## src/rtl/seg_defs.sv

```systemverilog
// Shared definitions for the seven-segment capture path: legal segment codes,
// capture FSM encoding and digit count.
package seg_defs;

   localparam int NUM_DIGITS = 4;

   // gfedcba, active-high
   localparam logic [6:0] SEG_0     = 7'h3F;
   localparam logic [6:0] SEG_1     = 7'h06;
   localparam logic [6:0] SEG_2     = 7'h5B;
   localparam logic [6:0] SEG_3     = 7'h4F;
   localparam logic [6:0] SEG_4     = 7'h66;
   localparam logic [6:0] SEG_5     = 7'h6D;
   localparam logic [6:0] SEG_6     = 7'h7D;
   localparam logic [6:0] SEG_7     = 7'h07;
   localparam logic [6:0] SEG_8     = 7'h7F;
   localparam logic [6:0] SEG_9     = 7'h67;
   localparam logic [6:0] SEG_BLANK = 7'h00;

   typedef enum logic [1:0] {
      ST_IDLE    = 2'd0,
      ST_COLLECT = 2'd1,
      ST_STALL   = 2'd2
   } state_t;

endpackage

```

## src/rtl/seg_pattern_lookup.sv

```systemverilog
// Inverse of the BCD-to-seven-segment decoder: maps an observed segment
// pattern back to its BCD value, flagging blank and unknown patterns.
module seg_pattern_lookup
   import seg_defs::*;
(
   input  logic [6:0] segment,
   output logic [3:0] value,
   output logic       legal,
   output logic       is_blank
);

   always_comb begin
      value    = 4'd0;
      legal    = 1'b1;
      is_blank = 1'b0;
      case (segment)
         SEG_0:     value = 4'd0;
         SEG_1:     value = 4'd1;
         SEG_2:     value = 4'd2;
         SEG_3:     value = 4'd3;
         SEG_4:     value = 4'd4;
         SEG_5:     value = 4'd5;
         SEG_6:     value = 4'd6;
         SEG_7:     value = 4'd7;
         SEG_8:     value = 4'd8;
         SEG_9:     value = 4'd9;
         SEG_BLANK: is_blank = 1'b1;
         default:   legal = 1'b0;
      endcase
   end

endmodule

```

## src/rtl/seg_scan_capture.sv

```systemverilog
// Captures a multiplexed 4-digit seven-segment bus back into BCD frames,
// flagging illegal patterns, multi-hot anodes and lost scan activity.
//
// state   | meaning
// IDLE    | out of reset, no legal digit accepted yet
// COLLECT | assembling frames; timeout running since last one-hot accept
// STALL   | no one-hot accept for TIMEOUT_CYCLES; stalled=1 until next legal digit
module seg_scan_capture
   import seg_defs::*;
#(
   parameter int STABLE_CYCLES    = 4,
   parameter int TIMEOUT_CYCLES   = 65536,
   parameter bit ANODE_ACTIVE_LOW = 1'b1
) (
   input  logic                    clock,
   input  logic                    reset,
   input  logic [6:0]              segment,
   input  logic [NUM_DIGITS-1:0]   anode,
   output logic [4*NUM_DIGITS-1:0] digits,
   output logic [NUM_DIGITS-1:0]   blank,
   output logic                    frame_valid,
   output logic                    error,
   output logic                    stalled
);

   localparam int WORD_W = 7 + NUM_DIGITS;
   localparam int SCW    = $clog2(STABLE_CYCLES + 1);
   localparam int TCW    = $clog2(TIMEOUT_CYCLES + 1);

   localparam logic [SCW-1:0]        STABLE_MAX  = SCW'(STABLE_CYCLES);
   localparam logic [SCW-1:0]        STABLE_LAST = SCW'(STABLE_CYCLES - 1);
   localparam logic [TCW-1:0]        TMO_MAX     = TCW'(TIMEOUT_CYCLES);
   localparam logic [TCW-1:0]        TMO_LAST    = TCW'(TIMEOUT_CYCLES - 1);
   localparam logic [NUM_DIGITS-1:0] ANODE_IDLE  = ANODE_ACTIVE_LOW ? '1 : '0;
   localparam logic [NUM_DIGITS-1:0] ALL_SEEN    = '1;

   logic [WORD_W-1:0]     sync1, sync2, sync_prev;
   logic [SCW-1:0]        stab_cnt;
   logic [TCW-1:0]        tmo_cnt;
   logic [NUM_DIGITS-1:0] en, seen, seen_next, seen_upd;
   logic                  word_changed, accept, one_hot, multi_hot;
   logic [3:0]            lk_value;
   logic                  lk_legal, lk_blank;
   logic                  digit_wr, err_set, fv_set, tmo_clr;
   state_t                state, next_state;

   // Reset to the "all digits off" word so release does not look like a multi-hot scan.
   always_ff @(posedge clock or posedge reset) begin
      if (reset) begin
         sync1     <= {ANODE_IDLE, SEG_BLANK};
         sync2     <= {ANODE_IDLE, SEG_BLANK};
         sync_prev <= {ANODE_IDLE, SEG_BLANK};
      end else begin
         sync1     <= {anode, segment};
         sync2     <= sync1;
         sync_prev <= sync2;
      end
   end

   assign word_changed = (sync2 != sync_prev);
   assign accept       = !word_changed && (stab_cnt == STABLE_LAST);
   assign en           = ANODE_ACTIVE_LOW ? ~sync2[WORD_W-1:7] : sync2[WORD_W-1:7];
   assign one_hot      = $onehot(en);
   assign multi_hot    = (en != '0) && !one_hot;
   assign stalled      = (state == ST_STALL);

   always_ff @(posedge clock or posedge reset) begin
      if (reset) begin
         stab_cnt <= '0;
      end else if (word_changed) begin
         stab_cnt <= '0;
      end else if (stab_cnt != STABLE_MAX) begin
         stab_cnt <= stab_cnt + 1'b1;
      end
   end

   seg_pattern_lookup u_lookup (
      .segment  (sync2[6:0]),
      .value    (lk_value),
      .legal    (lk_legal),
      .is_blank (lk_blank)
   );

   always_ff @(posedge clock or posedge reset) begin
      if (reset) begin
         state <= ST_IDLE;
      end else begin
         state <= next_state;
      end
   end

   always_comb begin
      next_state = state;
      seen_upd   = seen | en;
      seen_next  = seen;
      digit_wr   = 1'b0;
      err_set    = 1'b0;
      fv_set     = 1'b0;
      tmo_clr    = 1'b0;
      if (accept && one_hot) begin
         tmo_clr = 1'b1;
         if (lk_legal) begin
            digit_wr   = 1'b1;
            next_state = ST_COLLECT;
            if (seen_upd == ALL_SEEN) begin
               fv_set    = 1'b1;
               seen_next = '0;
            end else begin
               seen_next = seen_upd;
            end
         end else begin
            err_set   = 1'b1;
            seen_next = '0;
         end
      end else if (accept && multi_hot) begin
         err_set   = 1'b1;
         seen_next = '0;
      end
      // Stall fires on the edge where the timeout count reaches TIMEOUT_CYCLES.
      if (state == ST_COLLECT && !tmo_clr && tmo_cnt >= TMO_LAST) begin
         next_state = ST_STALL;
         seen_next  = '0;
      end
   end

   always_ff @(posedge clock or posedge reset) begin
      if (reset) begin
         tmo_cnt <= '0;
      end else if (tmo_clr) begin
         tmo_cnt <= '0;
      end else if (tmo_cnt != TMO_MAX) begin
         tmo_cnt <= tmo_cnt + 1'b1;
      end
   end

   always_ff @(posedge clock or posedge reset) begin
      if (reset) begin
         digits      <= '0;
         blank       <= '0;
         seen        <= '0;
         frame_valid <= 1'b0;
         error       <= 1'b0;
      end else begin
         seen        <= seen_next;
         frame_valid <= fv_set;
         error       <= err_set;
         for (int i = 0; i < NUM_DIGITS; i++) begin
            if (digit_wr && en[i]) begin
               digits[4*i +: 4] <= lk_value;
               blank[i]         <= lk_blank;
            end
         end
      end
   end

endmodule
```

## config.mk

```make
export PLATFORM = sky130hd
export DESIGN_NAME = seg_scan_capture
export DESIGN_NICKNAME = d
export VERILOG_FILES = /design/src/rtl/seg_defs.sv /design/src/rtl/seg_pattern_lookup.sv /design/src/rtl/seg_scan_capture.sv
export SDC_FILE = /design/constraint.sdc
export NUM_CORES = 1
export LEC_CHECK = 0
export CAP_MARGIN = 20
export CORE_UTILIZATION = 40
export DETAILED_ROUTE_END_ITERATION = 8
export GPL_TIMING_DRIVEN = 0
export HOLD_SLACK_MARGIN = 0.12
export PLACE_DENSITY = 0.66
export SETUP_SLACK_MARGIN = 0.15
export SYNTH_ARGS = -nofsm -noshare
export SYNTH_HDL_FRONTEND = slang
export SYNTH_SLANG_ARGS = --single-unit
```

## constraint.sdc

```tcl
create_clock -name clock -period 3.51 [get_ports clock]
set_clock_uncertainty 0.1 [all_clocks]
set_input_delay 0.8775 -clock clock [delete_from_list [all_inputs] [get_ports clock]]
set_output_delay 0.8775 -clock clock [all_outputs]
set_load 0.03 [all_outputs]
```

=== Word level (Yosys, flattened, before mapping) ===
Cells that the tools add are included.

* Reductions and logical operators: 22
* Equality and inequality tests: 18
* $add $sub $neg: 5
* Multiply operators: 0
* $lt $le $gt $ge: 1
* Bitwise operators: 2
* Div/mod/pow operators: 0
* Mux-type cells: 24
* Shifts and indexed selects: 0

{| class="wikitable"
|+ Operators with widths
! operator !! number
|-
| == test 7 bit (second input constant) || 7
|-
| case mux 4 bit (9 select lines) || 1
|-
| 2-to-1 mux 17 bit || 2
|-
| 2-to-1 mux 4 bit || 5
|-
| adder 17 x 1 -> 17 bit (second input constant) || 1
|-
| greater-or-equal comparator 17 x 16 -> 1 bit (second input constant) || 1
|-
| inequality test 17 bit (second input constant) || 1
|-
| == test 7 x 3 -> 1 bit (second input constant) || 2
|-
| 2-to-1 mux 1 bit || 11
|-
| inequality test 11 bit || 1
|-
| OR reduction 11 bit || 1
|-
| logical AND 1 bit || 10
|-
| nonzero test 2 bit || 4
|-
| == test 7 x 6 -> 1 bit (second input constant) || 1
|-
| zero test 7 bit || 1
|-
| 2-to-1 mux 2 bit || 3
|-
| 2-to-1 mux 3 bit || 2
|-
| adder 1 x 1 -> 2 bit || 2
|-
| == test 4 bit (second input constant) || 1
|-
| inverter 4 bit || 1
|-
| OR 4 bit || 1
|-
| nonzero test 4 bit || 1
|-
| adder 2 x 2 -> 3 bit || 1
|-
| adder 3 x 1 -> 3 bit (second input constant) || 1
|-
| other kinds (8) || 10
|}

* Latch bits: 0
* Memories kept: 0
* ROM bits: 0
* Bits in registers: 81
* RAM bits: 0
* Input port bits: 13
* Output and inout bits: 23

=== Depth between registers and ports, before layout ===
* Word-level depth: 11
* Mapped depth: 11
* Mapped depth without buffers: 10

=== Hierarchy ===
Synthesis repeated with hierarchy kept, for this count alone.

* Cell total of the unflattened synthesis: 297
* Area total of the unflattened synthesis: 3555.9 µm²

{| class="wikitable"
|+ By module, submodules not included
! module !! sequential area each (µm²) !! times used !! cells an instance !! area each (µm²)
|-
| seg_scan_capture || 2042.0 || 1 || 254 || 3270.6
|-
| seg_pattern_lookup || 0.0 || 1 || 43 || 285.3
|}

=== Worst setup path before layout ===
OpenSTA, ideal clock, no wires.

* Path type: flip-flop to flip-flop
* From: register sync2[8]
* To: register digits[13]
* Arrival time: 2709 ps
* Setup slack: 574 ps
* Stages on the path, launching flop included: 10
* Data required time: 3282 ps
* Buffers on the path: 0
* Cells stage by stage: dfstp_2 -> fa_1 -> inv_1 -> ha_1 -> ha_1 -> nor3b_1 -> and2_1 -> nand4_4 -> a211oi_4 -> mux2_1

* Word-level cells in the longest chain between the ends: 7
* Elaborated cells on any way between the ends: 10
* Those cells by class: add/sub (2); eq/ne (2); mux (1); bitwise (1); reduce/logical (4)

{| class="wikitable"
|+ RTL lines
! element !! line !! text
|-
| from (decl) || seg_scan_capture.sv:37 || <nowiki>logic [WORD_W-1:0] sync1, sync2, sync_prev;</nowiki>
|-
| from (signal assigned) || seg_scan_capture.sv:51 || <nowiki>sync2 <= {ANODE_IDLE, SEG_BLANK};</nowiki>
|-
| from (signal assigned) || seg_scan_capture.sv:55 || <nowiki>sync2 <= sync1;</nowiki>
|-
| inverter 4 bit || seg_scan_capture.sv:62 || <nowiki>assign en = ANODE_ACTIVE_LOW ? ~sync2[WORD_W-1:7] : sync2[WORD_W-1:7];</nowiki>
|-
| adder 1 x 1 -> 2 bit (implied by the code) || seg_scan_capture.sv:63 || <nowiki>assign one_hot = $onehot(en);</nowiki>
|-
| adder 2 x 2 -> 3 bit (implied by the code) || seg_scan_capture.sv:63 ||
|-
| == test 3 x 1 -> 1 bit || seg_scan_capture.sv:63 ||
|-
| logical AND 1 bit (*) || seg_scan_capture.sv:100 || <nowiki>if (accept && one_hot) begin</nowiki>
|-
| 2-to-1 mux 1 bit (*) || seg_scan_capture.sv:100 ||
|-
| logical AND 1 bit (*) || seg_scan_capture.sv:148 || <nowiki>if (digit_wr && en[i]) begin</nowiki>
|-
| to (signal, indexed assignment) || seg_scan_capture.sv:149 || <nowiki>digits[4*i +: 4] <= lk_value;</nowiki>
|-
| to (decl) || seg_scan_capture.sv:19 || <nowiki>output logic [4*NUM_DIGITS-1:0] digits,</nowiki>
|}

Every way passes the cells marked *; elsewhere a longest branch is shown, timed or not.
A chain may end at the register's enable or synchronous reset.

=== Final worst setup path ===
* From: register sync2[10]
* To: register digits[6]

Same word-level chain as after synthesis.

==> flow_metrics.env <==
export IMPL_first_pass_iters=4
export IMPL_peakVddDrop_mv=0.1659
export IMPL_wl_per_cell_um=14.00
export IMPL_synth_top_cell_by_area="dfrtp_1"
export IMPL_vias=2380
export IMPL_min_from="sync1[5]$_DFF_PP0_"
export IMPL_grt_pass1_vias=2365
export IMPL_cts_buffer_depth=2
export IMPL_die_y_um=97.36
export IMPL_cts_max_level=3
export IMPL_yosysSeqAreaShare_pct=56.14
export IMPL_hold_class="flip-flop to flip-flop"
export IMPL_grt_usage_pct=14.94
export IMPL_synth_simple_area_share_pct=13.62
export IMPL_critical_path_startpoint="sync2[10]$_DFF_PP1_"
export IMPL_pin_count=36
export IMPL_drtIter0Drc=70
export IMPL_n_antenna_cell=0
export IMPL_netlist_area_leader_share_pct=47.47
export IMPL_r2r_start="sync2[10]$_DFF_PP1_"
export IMPL_finalNetCount=374
export IMPL_finalMaxSlewViolations=0
export IMPL_area_growth_pct=21.16
export IMPL_start_util_pct=41.50
export IMPL_multi_input_area_mm2=0.001465
export IMPL_antenna_found_initial=0
export IMPL_place_hpwl_um=4465
export IMPL_layout_common_cells="dfrtp_1, clkdlybuf4s50_1, nor2_1, xor2_1, mux2_1"
export IMPL_syn_area_mm2=0.003637
export IMPL_fmax_ghz=0.3163
export IMPL_regArea_mm2=0.002042
export IMPL_worstPathArrival_ns=3.30
export IMPL_ys_seq_elements=81
export IMPL_worst_pin_slew_ns=0.5746
export IMPL_ys_warn_count=0
export IMPL_die_w_um=97.36
export IMPL_cts_sinks=81
export IMPL_clockRootBuffer="clkbuf_8"
export IMPL_drive_gt1_share_pct=16.85
export IMPL_cp_max_fo=6
export IMPL_p_leak_nw=1.931
export IMPL_setup_viol=0
export IMPL_io_buffers=35
export IMPL_drc_errors=0
export IMPL_post_route_util_pct=50.29
export IMPL_cp_end_kind="flip-flop"
export IMPL_synth_compound_area_share_pct=10.18
export IMPL_totalWireLength_um=6498
export IMPL_rows=34
export IMPL_fillCellCount=775
export IMPL_synth_top_family_by_area="simple AND/OR/NAND/NOR gates"
export IMPL_clkLatencyLatePin_ns=0.35
export IMPL_rsz0062_at_grt="false"
export IMPL_final_common_cell="dfrtp_1"
export IMPL_synthesis_instances=297
export IMPL_period_share_pct=90.07
export IMPL_fin_crit_ns=3.162
export IMPL_viasPerCell=5.129
export IMPL_status="finished, final reports clean"
export IMPL_synthFlopType="dfrtp_1"
export IMPL_critPathRequiredTime_ns=3.65
export IMPL_core_mm2=0.008763
export IMPL_worstSetupPathType="flip-flop to flip-flop"
export IMPL_ant_nets=0
export IMPL_synth_fa_ha_area_share_pct=3.646
export IMPL_cellPowerDensity_mw_per_mm2=400.7
export IMPL_synth_edf_count=0
export IMPL_path_clk_slew_ns=0.08
export IMPL_finalWeightedCongestion=0.8162
export IMPL_cts_buffers_inserted=9
export IMPL_synthMuxAreaShare_pct=6.192
export IMPL_cts_tree="built"
export IMPL_grt_max_degree=44
export IMPL_synthArstFlopShare_pct=100.0
export IMPL_avgSynthCellArea_um2=12.25
export IMPL_power_mw=1.766
export IMPL_startpoint_type="flip-flop"
export IMPL_cap_violations=0
export IMPL_grt_first_pass_wirelength_um=11260
export IMPL_synth_xor_area_share_pct=6.502
export IMPL_ys_types=55
export IMPL_hold_viol=0
export IMPL_synth_fp_nets=320
export IMPL_overflow=0
export IMPL_synthTopCellsByArea="dfrtp_1, dfstp_2, mux2_1, xor2_1, ha_1"
export IMPL_slew_limit_headroom_pct=61.40
export IMPL_dieArea_mm2=0.009478
## critical path, stage by stage, from the launching register on
cell and delay, ns:
dfstp_2 0.65, fa_1 0.44, inv_1 0.06, ha_1 0.14
ha_1 0.23, nor3b_2 0.24, and2_1 0.23, nand4_4 0.18
a211oi_4 0.26, buf_4 0.19, mux2_1 0.33
## per-stage QoR
stage | std cells | TNS (ns) | setup WS, ns | instance area (µm²) | hold WS (ns)
global route | 464 | 0 | 0.1579 | 4407 | 0.2586
global placement | 440 | -52.17 | -0.7595 | 4123 | 0.2314
detailed placement | 441 | 0 | 0.1914 | 4145 | 0.2355
floorplan | 297 | 0 | 0.4723 | 3637 | 0.2312
finish | 464 | 0 | 0.3484 | 4407 | 0.2522
CTS | 457 | 0 | 0.1701 | 4349 | 0.2539
## kinds of logic after synthesis
group | Yosys count
simple gates | 86
flops | 81
compound gates | 42
buf+inv | 31
xor+xnor | 27
mux | 20
fa+ha+maj | 10
## synth_stat cells, drive strengths merged (2+ instances only)
cell type / instances
ha: 9
nand2b: 2
nand3: 10
and3: 3
nand4: 8
dfrtp: 69
xnor2: 7
o21a: 2
nor4: 6
a211oi: 5
a31oi: 2
nor3: 7
o21ai: 8
inv: 20
a21oi: 8
nor4b: 2
or3: 4
xor2: 20
dfstp: 12
a22oi: 4
o2111ai: 3
and4: 2
mux2: 20
buf: 8
nor2: 22
nor3b: 4
nand2: 10
clkbuf: 3
## routing by layer
metal / part of all wire (%) / vias up / track usage, %
met5: 0 / - / 0
met4: 1.6 / 0 / 7.014
met3: 3.6 / 10 / 3.669
met2: 47 / 45 / 22.70
met1: 48 / 1177 / 20.17
li1: - / 1148 / -
## worst paths after layout
check,depth (start not counted),slack [ns],endpoint
worst max-delay path,10,0.35,digits[6]$_DFFE_PP0P_
worst min-delay path,0,0.25,sync2[5]$_DFF_PP0_
worst max register to register,10,0.35,digits[6]$_DFFE_PP0P_
worst min register to register,0,0.25,sync2[5]$_DFF_PP0_
max in group asynchronous,3,1.86,sync_prev[8]$_DFF_PP1_
min in group asynchronous,2,0.82,digits[4]$_DFFE_PP0P_
## layout make-up
class,count,area share (%)
Inverter,20,1.760
Clock inverter,6,1.505
Sequential cell,81,46.34
Multi-Input combinational cell,185,33.25
Buffer,11,1.363
Timing Repair Buffer,43,9.597
Tap cell,108,3.066
Clock buffer,10,3.123
## report_power, final
| group | internal, mW | switching, mW | total (mW) |
|---|---|---|---|
| combinational | 0.0424 | 0.0593 | 0.102 |
| sequential | 0.957 | 0.0132 | 0.971 |
| clock | 0.350 | 0.343 | 0.694 |
## repair_timing
item,CTS,global route
hold buffers,0,0
setup buffers,0,7
endpoints found under the setup margin,0,30
resized for setup,0,1
## state kept, by name, indices dropped and copies added (netlist names)
name and cells:
sync1 11, sync_prev 11, error 1, sync2 11
state 2, digits 16, frame_valid 1, seen 4
tmo_cnt 17, stab_cnt 3, blank 4
(Power assumes the default switching activity.)
